==> config.mk <==
export PLATFORM = sky130hd
export DESIGN_NAME = multicycle_control_unit
export DESIGN_NICKNAME = d
export VERILOG_FILES = /design/src/rtl/multicycle_control_unit.sv
export SDC_FILE = /design/constraint.sdc
export NUM_CORES = 1
export LEC_CHECK = 0
export BUFFER_PORTS_ARGS = -buffer_cell sky130_fd_sc_hd__clkbuf_2
export CAP_MARGIN = 10
export CORE_MARGIN = 3
export CORE_UTILIZATION = 45
export CTS_BUF_LIST = sky130_fd_sc_hd__clkbuf_16
export CTS_CLUSTER_DIAMETER = 80
export CTS_CLUSTER_SIZE = 8
export DETAILED_ROUTE_END_ITERATION = 6
export HOLD_SLACK_MARGIN = 0.06
export PLACE_DENSITY = 0.76
export SLEW_MARGIN = 5
export SYNTH_ARGS = -nofsm -noshare
export SYNTH_HDL_FRONTEND = slang
export SYNTH_SLANG_ARGS = --single-unit
==> constraint.sdc <==
create_clock -name clk -period 2.69 [get_ports clk]
set_input_delay 0.1345 -clock clk [delete_from_list [all_inputs] [get_ports clk]]
set_output_delay 0.1345 -clock clk [all_outputs]
set_load 0.1 [all_outputs]
==> src/rtl/multicycle_control_unit.sv <==
// rtl/multicycle_control_unit.sv - multicycle fetch/decode/exec/mem/wb controller with retire counter
// Define ILLEGAL_TRAP_EN to trap on illegal opcodes; otherwise they retire as NOPs.
module multicycle_control_unit (
  input  logic        clk,
  input  logic        rst_n,
  input  logic [31:0] instruction,
  input  logic        instr_valid,
  output logic        instr_ready,
  input  logic        mem_ready,
  output logic [2:0]  imm_src,
  output logic        alu_src,
  output logic        reg_write,
  output logic        mem_read,
  output logic        mem_write,
  output logic        pc_write,
  output logic [15:0] retired_count,
  output logic        illegal
);

  localparam logic [6:0] OP_R_ALU = 7'b0110011;
  localparam logic [6:0] OP_I_ALU = 7'b0010011;
  localparam logic [6:0] OP_LOAD  = 7'b0000011;
  localparam logic [6:0] OP_STORE = 7'b0100011;

  typedef enum logic [2:0] {
    ST_FETCH  = 3'd0,
    ST_DECODE = 3'd1,
    ST_EXEC   = 3'd2,
    ST_MEM    = 3'd3,
    ST_WB     = 3'd4
`ifdef ILLEGAL_TRAP_EN
    , ST_TRAP = 3'd5
`endif
  } state_e;

  typedef enum logic [2:0] {
    CLS_R_ALU,
    CLS_I_ALU,
    CLS_LOAD,
    CLS_STORE,
    CLS_ILLEGAL
  } cls_e;

  state_e      state_q, state_d;
  logic [31:0] ir_q, ir_d;
  logic [2:0]  imm_src_q, imm_src_d;
  logic [15:0] retired_count_q, retired_count_d;
  cls_e        cls;
  logic        retire;
  logic        unused_ir_bits;

`ifdef ILLEGAL_TRAP_EN
  logic illegal_q, illegal_d;
`endif

  // Only the opcode field steers control; the rest of IR belongs to the datapath.
  assign unused_ir_bits = ^ir_q[31:7];

  always_comb begin
    cls = CLS_ILLEGAL;
    case (ir_q[6:0])
      OP_R_ALU: cls = CLS_R_ALU;
      OP_I_ALU: cls = CLS_I_ALU;
      OP_LOAD:  cls = CLS_LOAD;
      OP_STORE: cls = CLS_STORE;
      default:  cls = CLS_ILLEGAL;
    endcase
  end

  always_comb begin
    state_d         = state_q;
    ir_d            = ir_q;
    imm_src_d       = imm_src_q;
    retired_count_d = retired_count_q;
`ifdef ILLEGAL_TRAP_EN
    illegal_d       = illegal_q;
`endif
    instr_ready = 1'b0;
    alu_src     = 1'b0;
    reg_write   = 1'b0;
    mem_read    = 1'b0;
    mem_write   = 1'b0;
    pc_write    = 1'b0;
    retire      = 1'b0;

    case (state_q)
      ST_FETCH: begin
        instr_ready = 1'b1;
        if (instr_valid) begin
          ir_d      = instruction;
          imm_src_d = (instruction[6:0] == OP_STORE) ? 3'b001 : 3'b000;
          state_d   = ST_DECODE;
        end
      end
      ST_DECODE: begin
        if (cls != CLS_ILLEGAL) begin
          state_d = ST_EXEC;
        end else begin
`ifdef ILLEGAL_TRAP_EN
          illegal_d = 1'b1;
          state_d   = ST_TRAP;
`else
          state_d   = ST_WB;
`endif
        end
      end
      ST_EXEC: begin
        alu_src = (cls != CLS_R_ALU);
        state_d = (cls == CLS_LOAD || cls == CLS_STORE) ? ST_MEM : ST_WB;
      end
      ST_MEM: begin
        mem_read  = (cls == CLS_LOAD);
        mem_write = (cls == CLS_STORE);
        if (mem_ready) begin
          if (cls == CLS_STORE) begin
            pc_write = 1'b1;
            retire   = 1'b1;
            state_d  = ST_FETCH;
          end else begin
            state_d  = ST_WB;
          end
        end
      end
      ST_WB: begin
        // Illegal opcodes reach WB only as NOPs: advance PC without a register write.
        reg_write = (cls != CLS_ILLEGAL);
        pc_write  = 1'b1;
        retire    = 1'b1;
        state_d   = ST_FETCH;
      end
`ifdef ILLEGAL_TRAP_EN
      ST_TRAP: begin
        state_d = ST_TRAP;
      end
`endif
      default: begin
        state_d = ST_FETCH;
      end
    endcase

    if (retire) begin
      retired_count_d = retired_count_q + 16'd1;
    end
  end

  always_ff @(posedge clk or negedge rst_n) begin
    if (!rst_n) begin
      state_q         <= ST_FETCH;
      ir_q            <= 32'd0;
      imm_src_q       <= 3'b000;
      retired_count_q <= 16'd0;
`ifdef ILLEGAL_TRAP_EN
      illegal_q       <= 1'b0;
`endif
    end else begin
      state_q         <= state_d;
      ir_q            <= ir_d;
      imm_src_q       <= imm_src_d;
      retired_count_q <= retired_count_d;
`ifdef ILLEGAL_TRAP_EN
      illegal_q       <= illegal_d;
`endif
    end
  end

  assign imm_src       = imm_src_q;
  assign retired_count = retired_count_q;
`ifdef ILLEGAL_TRAP_EN
  assign illegal       = illegal_q;
`else
  assign illegal       = 1'b0;
`endif

endmodule

# After elaboration in Yosys (flattened, before gate mapping)
# Index checks and enable logic that the tools add are counted.
op_classes:
  n_addsub: 1
  eq_ne: 14
  muxes: 16
  reduce_logical: 5
ops:
  columns: ["operator", "n"]
  rows:
  - ["3-bit one-hot mux with 4 select lines", 2]
  - ["7-bit by 6-bit == test with 1-bit output, second input constant", 3]
  - ["16-bit by 1-bit adder with 16-bit output, second input constant", 1]
  - ["3-bit 2-to-1 mux", 5]
  - ["3-bit by 2-bit == test with 1-bit output, second input constant", 4]
  - ["1-bit 2-to-1 mux", 8]
  - ["7-bit by 2-bit == test with 1-bit output, second input constant", 1]
  - ["7-bit by 5-bit == test with 1-bit output, second input constant", 1]
  - ["2-bit != test, second input constant", 2]
  - ["2-bit AND reduction", 2]
  - ["3-bit by 1-bit == test with 1-bit output, second input constant", 1]
  - ["3-bit == test, second input constant", 1]
  - ["3-bit logical NOT", 1]
  - ["3-bit != test, second input constant", 1]
  - ["3-bit nonzero test", 1]
  - ["1-bit one-hot mux with 2 select lines", 1]
  - ["1-bit logical OR", 1]
totals:
  regBits: 29
  in_bits: 36
  output_inout_bits: 26

# Longest topological paths before layout
logic_depth:
  depth_word: 6
  ltp_mapped: 7

# Worst setup path before layout
# Ideal clock, no wire load.
synth_path:
  path_type: "reg-to-reg"
  from: "register state_q[0]"
  to: "register ir_q[0]"
  setup_ps: 127
  t_arrival_ps: 3592
  required_time_ps: 2563
  setup_slack_ps: -1030
  stages_incl_launch_ff: 6
  path_buffers: 2
  period_less_slack_ps: 3720
  path_cell_list: "dfrtp_1 -> clkbuf_1 -> nor3_1 -> and2_1 -> clkbuf_1 -> mux2_1"
synth_via:
  elab_chain_cells: 2
synth_rtl:
  columns: ["element", "line", "rtl"]
  rows:
  - ["from (decl)", "44", "state_e state_q, state_d;"]
  - ["from (signal assigned)", "156", "state_q <= state_d;"]
  - ["3-bit logical NOT", "86", "case (state_q)"]
  - ["2-bit AND reduction (no source line)", null, null]
  - ["to (signal assigned)", "157", "ir_q <= ir_d;"]
  - ["to (decl)", "45", "logic [31:0] ir_q, ir_d;"]
# Every way passes these cells.
# A chain may end at the register's enable or synchronous reset.

# Worst setup path in the final report
layout_path:
  from: "register ir_q[2]"
  to: "output pc_write"
layout_via:
  elab_chain_cells: 6
  word_cells_on_any_way: 9
layout_rtl:
  columns: ["element", "line", "rtl"]
  rows:
  - ["7-bit by 6-bit == test with 1-bit output (tied with other cells)", "61", "case (ir_q[6:0])"]
  - ["3-bit one-hot mux with 4 select lines *", "61", null]
  - ["3-bit by 2-bit == test with 1-bit output *", "115", "if (cls == CLS_STORE) begin"]
  - ["1-bit 2-to-1 mux *", "115", null]
  - ["1-bit 2-to-1 mux *", "114", "if (mem_ready) begin"]
  - ["1-bit one-hot mux with 2 select lines *", "86", null]
  - ["to (decl)", "15", "output logic pc_write,"]
# Every way passes the cells marked *; elsewhere a longest branch is shown, timed or not.

==> out/qor.log <==
INFO  synth          post_synth_main_area_contributors=sky130_fd_sc_hd__dfrtp_1 (46%), sky130_fd_sc_hd__xor2_1 (9.0%), sky130_fd_sc_hd__mux2_1 (5.4%)
INFO  clocking       clock_pin_slew_reported_for_the_worst_setup_and_hold_paths_after_clock_tree_synthesis=0.07ns
INFO  timing         max_slew.worst_pin.slew=0.649ns
INFO  floorplanning  core=0.00308mm²
INFO  floorplanning  die_y=62.9µm
INFO  timing         setup_viol=0
INFO  synth          ffs_w_async_s_r_synth=100%
INFO  job            maxCapViolations=0
INFO  placed_design  post-place-cells=206
INFO  synth          synth_cell_types=35
INFO  critical_path  r2r_cells=4
INFO  synth          count_of_flip_flops_with_a_built_in_enable_after_synthesis=0
INFO  timing         timing.fmax=411MHz
INFO  synth          post_synth.cell_area_avg=10.6µm²
INFO  placed_design  globalplace.congestion=0.853
INFO  global_route   vias_in_the_first_global_route=1123
INFO  hold_path      hold_class=in2reg
INFO  floorplanning  die-area=0.00396mm²
INFO  synth          yosysWarningCount=0
INFO  clocking       cts_tree=built
INFO  global_route   largest_net_degree_at_the_start_of_global_routing=28
INFO  global_route   track_usage=15.8%
INFO  detailed_routing drt_first_pass_iters=4
INFO  critical_path  cp-start-kind=register
INFO  finish         post_route_cells_drive_above_1_share=32.3%
INFO  global_route   global_route_wire_length_before_repair=5140µm
INFO  floorplanning  placement_rows=20
INFO  synth          synth.top_cell.area_share=46.3%
INFO  timing         report.final.slew_viol_count=0
INFO  timing         relSlewSlack=56.7%
INFO  synth          synthMostInstantiatedCell=sky130_fd_sc_hd__dfrtp_1
INFO  critical_path  required=2.56ns
INFO  hold_path      hold-path-cell-count=2
INFO  global_route   grt_overflow_total=0
INFO  finish         layout.nets=205
INFO  timing         post-route-period-util=90.5%
INFO  detailed_routing route.vias.total=1119
INFO  critical_path  timing.critical_path.arrival=2.30ns
INFO  timing         timing.final.hold_violations=0
INFO  synth          syn-instance-count=137
INFO  detailed_routing drt-initial-drc-count=34
INFO  placed_design  port_buffers=33
INFO  critical_path  worst-path-max-fanout=15
INFO  timing         grt_setup_unrepaired=false
INFO  placed_design  place_hpwl=2160µm
INFO  detailed_routing vias_per_cell=5.30
INFO  detailed_routing drt_wl_total=2880µm
INFO  critical_path  crit_type=reg2out
INFO  finish         ant_cells=0
INFO  clocking       cts_buffer_depth=2
INFO  floorplanning  io_count=62
INFO  detailed_routing remaining_drc_errors=0
INFO  timing         fin_skew=0.00691ns
INFO  finish         fin_cells=211
INFO  synth          synth-seq-area-share=46.3%
INFO  timing         tns=0ns
INFO  synth          synth.ff_latch_count=27
INFO  synth          synth_top_flop_cell=sky130_fd_sc_hd__dfrtp_1
INFO  timing         timing.final.crit_period=2.43ns
INFO  clocking       cts.root.buffer_cell=sky130_fd_sc_hd__clkbuf_16
INFO  floorplanning  starting_density=47.4%
INFO  timing         fin_hold_ws=0.105ns
INFO  synth          synthDominantAreaCellType=sky130_fd_sc_hd__dfrtp_1
INFO  timing         finalWorstSetupSlack=0.256ns
INFO  clocking       number_of_resized_instances_in_the_post_cts_repair_step=0
INFO  detailed_routing drt.antenna.violating_nets=0
INFO  global_route   grt_antenna_before_repair=0
INFO  finish         layout-area-overhead-vs-synth=18.5%
INFO  clocking       clock_net_sink_count=27
INFO  clocking       clkLatencyLatePin=0.26ns
INFO  detailed_routing route.detailed.wl_per_inst=13.7µm
INFO  status         outcome=finished, final reports clean
INFO  synth          netlist_area=0.00146mm²
INFO  clocking       number_of_h_tree_levels=1
INFO  clocking       cts_inserted_buffers=3
INFO  critical_path  critical_path.endpoint_type=output pin
INFO  placed_design  post-place-ws=0.511ns
INFO  synth          post_synth_most_frequent_cells=sky130_fd_sc_hd__dfrtp_1 (27), sky130_fd_sc_hd__xor2_1 (15), sky130_fd_sc_hd__nand2_1 (11)
INFO  floorplanning  fp.dieW=62.9µm
cell type report:
| cell class | count | area (µm²) |
|---|---|---|
| clock buffer | 3 | 75.1 |
| tap | 44 | 55.1 |
| sequential | 27 | 676 |
| fill | 286 | 1350 |
| timing repair buffer | 35 | 185 |
| inverter | 2 | 7.51 |
| clock inverter | 1 | 3.75 |
| multi-input combinational | 99 | 727 |
cell usage in the layout, fill, tap and decap left out, drive strengths merged, types with 5 or more instances in the layout:
cell / instances
nand3: 5
a21oi: 10
nor2: 5
o21ai: 5
clkbuf: 35
xor2: 15
dfrtp: 27
mux2: 7
nand4: 5
nand2: 11
per-stage QoR:
stage	area [µm²]	utilization [%]
6_report	1730	56.2
5_1_grt	1730	56.2
4_1_cts	1730	56.2
3_5_place_dp	1640	53.3
3_3_place_gp	1640	53.3
2_1_floorplan	1480	-
routing by layer:
metal	track usage, %	part of all wire (%)	vias to the layer above
met5	0	0	-
li1	-	-	538
met1	19.4	44	551
met3	2.70	4.0	6
met2	27.5	50	24
met4	6.06	1.9	0
timing repair:
action	in CTS	in global routing
buffers inserted	0	0
hold endpoints to repair	27	0
hold buffers	1	0
critical path: stages (launching register included):
cell	delay [ns]
sky130_fd_sc_hd__dfrtp_1	0.40
sky130_fd_sc_hd__or3b_1	0.44
sky130_fd_sc_hd__or4_4	0.69
sky130_fd_sc_hd__nand2_1	0.19
sky130_fd_sc_hd__buf_4	0.31
cell families after synthesis:
group,share of synthesized area (%)
muxes,5.40
DFF,46.3
adders and majority gates,0.857
and+or+nand+nor,19.8
xor gates and xnor gates,9.01
AOI/OAI and AO/OA,13.2
other,0.257
buffers and inverters,5.15
state kept, by name (all words and copies together), names as in the netlist:
name           flops
ir_q               7
state_q            3
retired_count     16
imm_src            1
path summary, 6_finish.rpt:
path | from | end | slack (ns)
setup / recovery | ir_q[2] | pc_write | 0.26
hold / removal | instruction[1] | ir_q[1] | 0.11
setup reg to reg | ir_q[2] | retired_count[1] | 0.51
hold reg to reg | retired_count[15] | retired_count[15] | 0.47
max in group asynchronous | rst_n | retired_count[4] | 1.84
min in group asynchronous | rst_n | retired_count[10] | 0.43
Power is left out: the tool's default activity adds up to more than one toggle a clock period on the data nets, which glitch-free logic cannot reach.
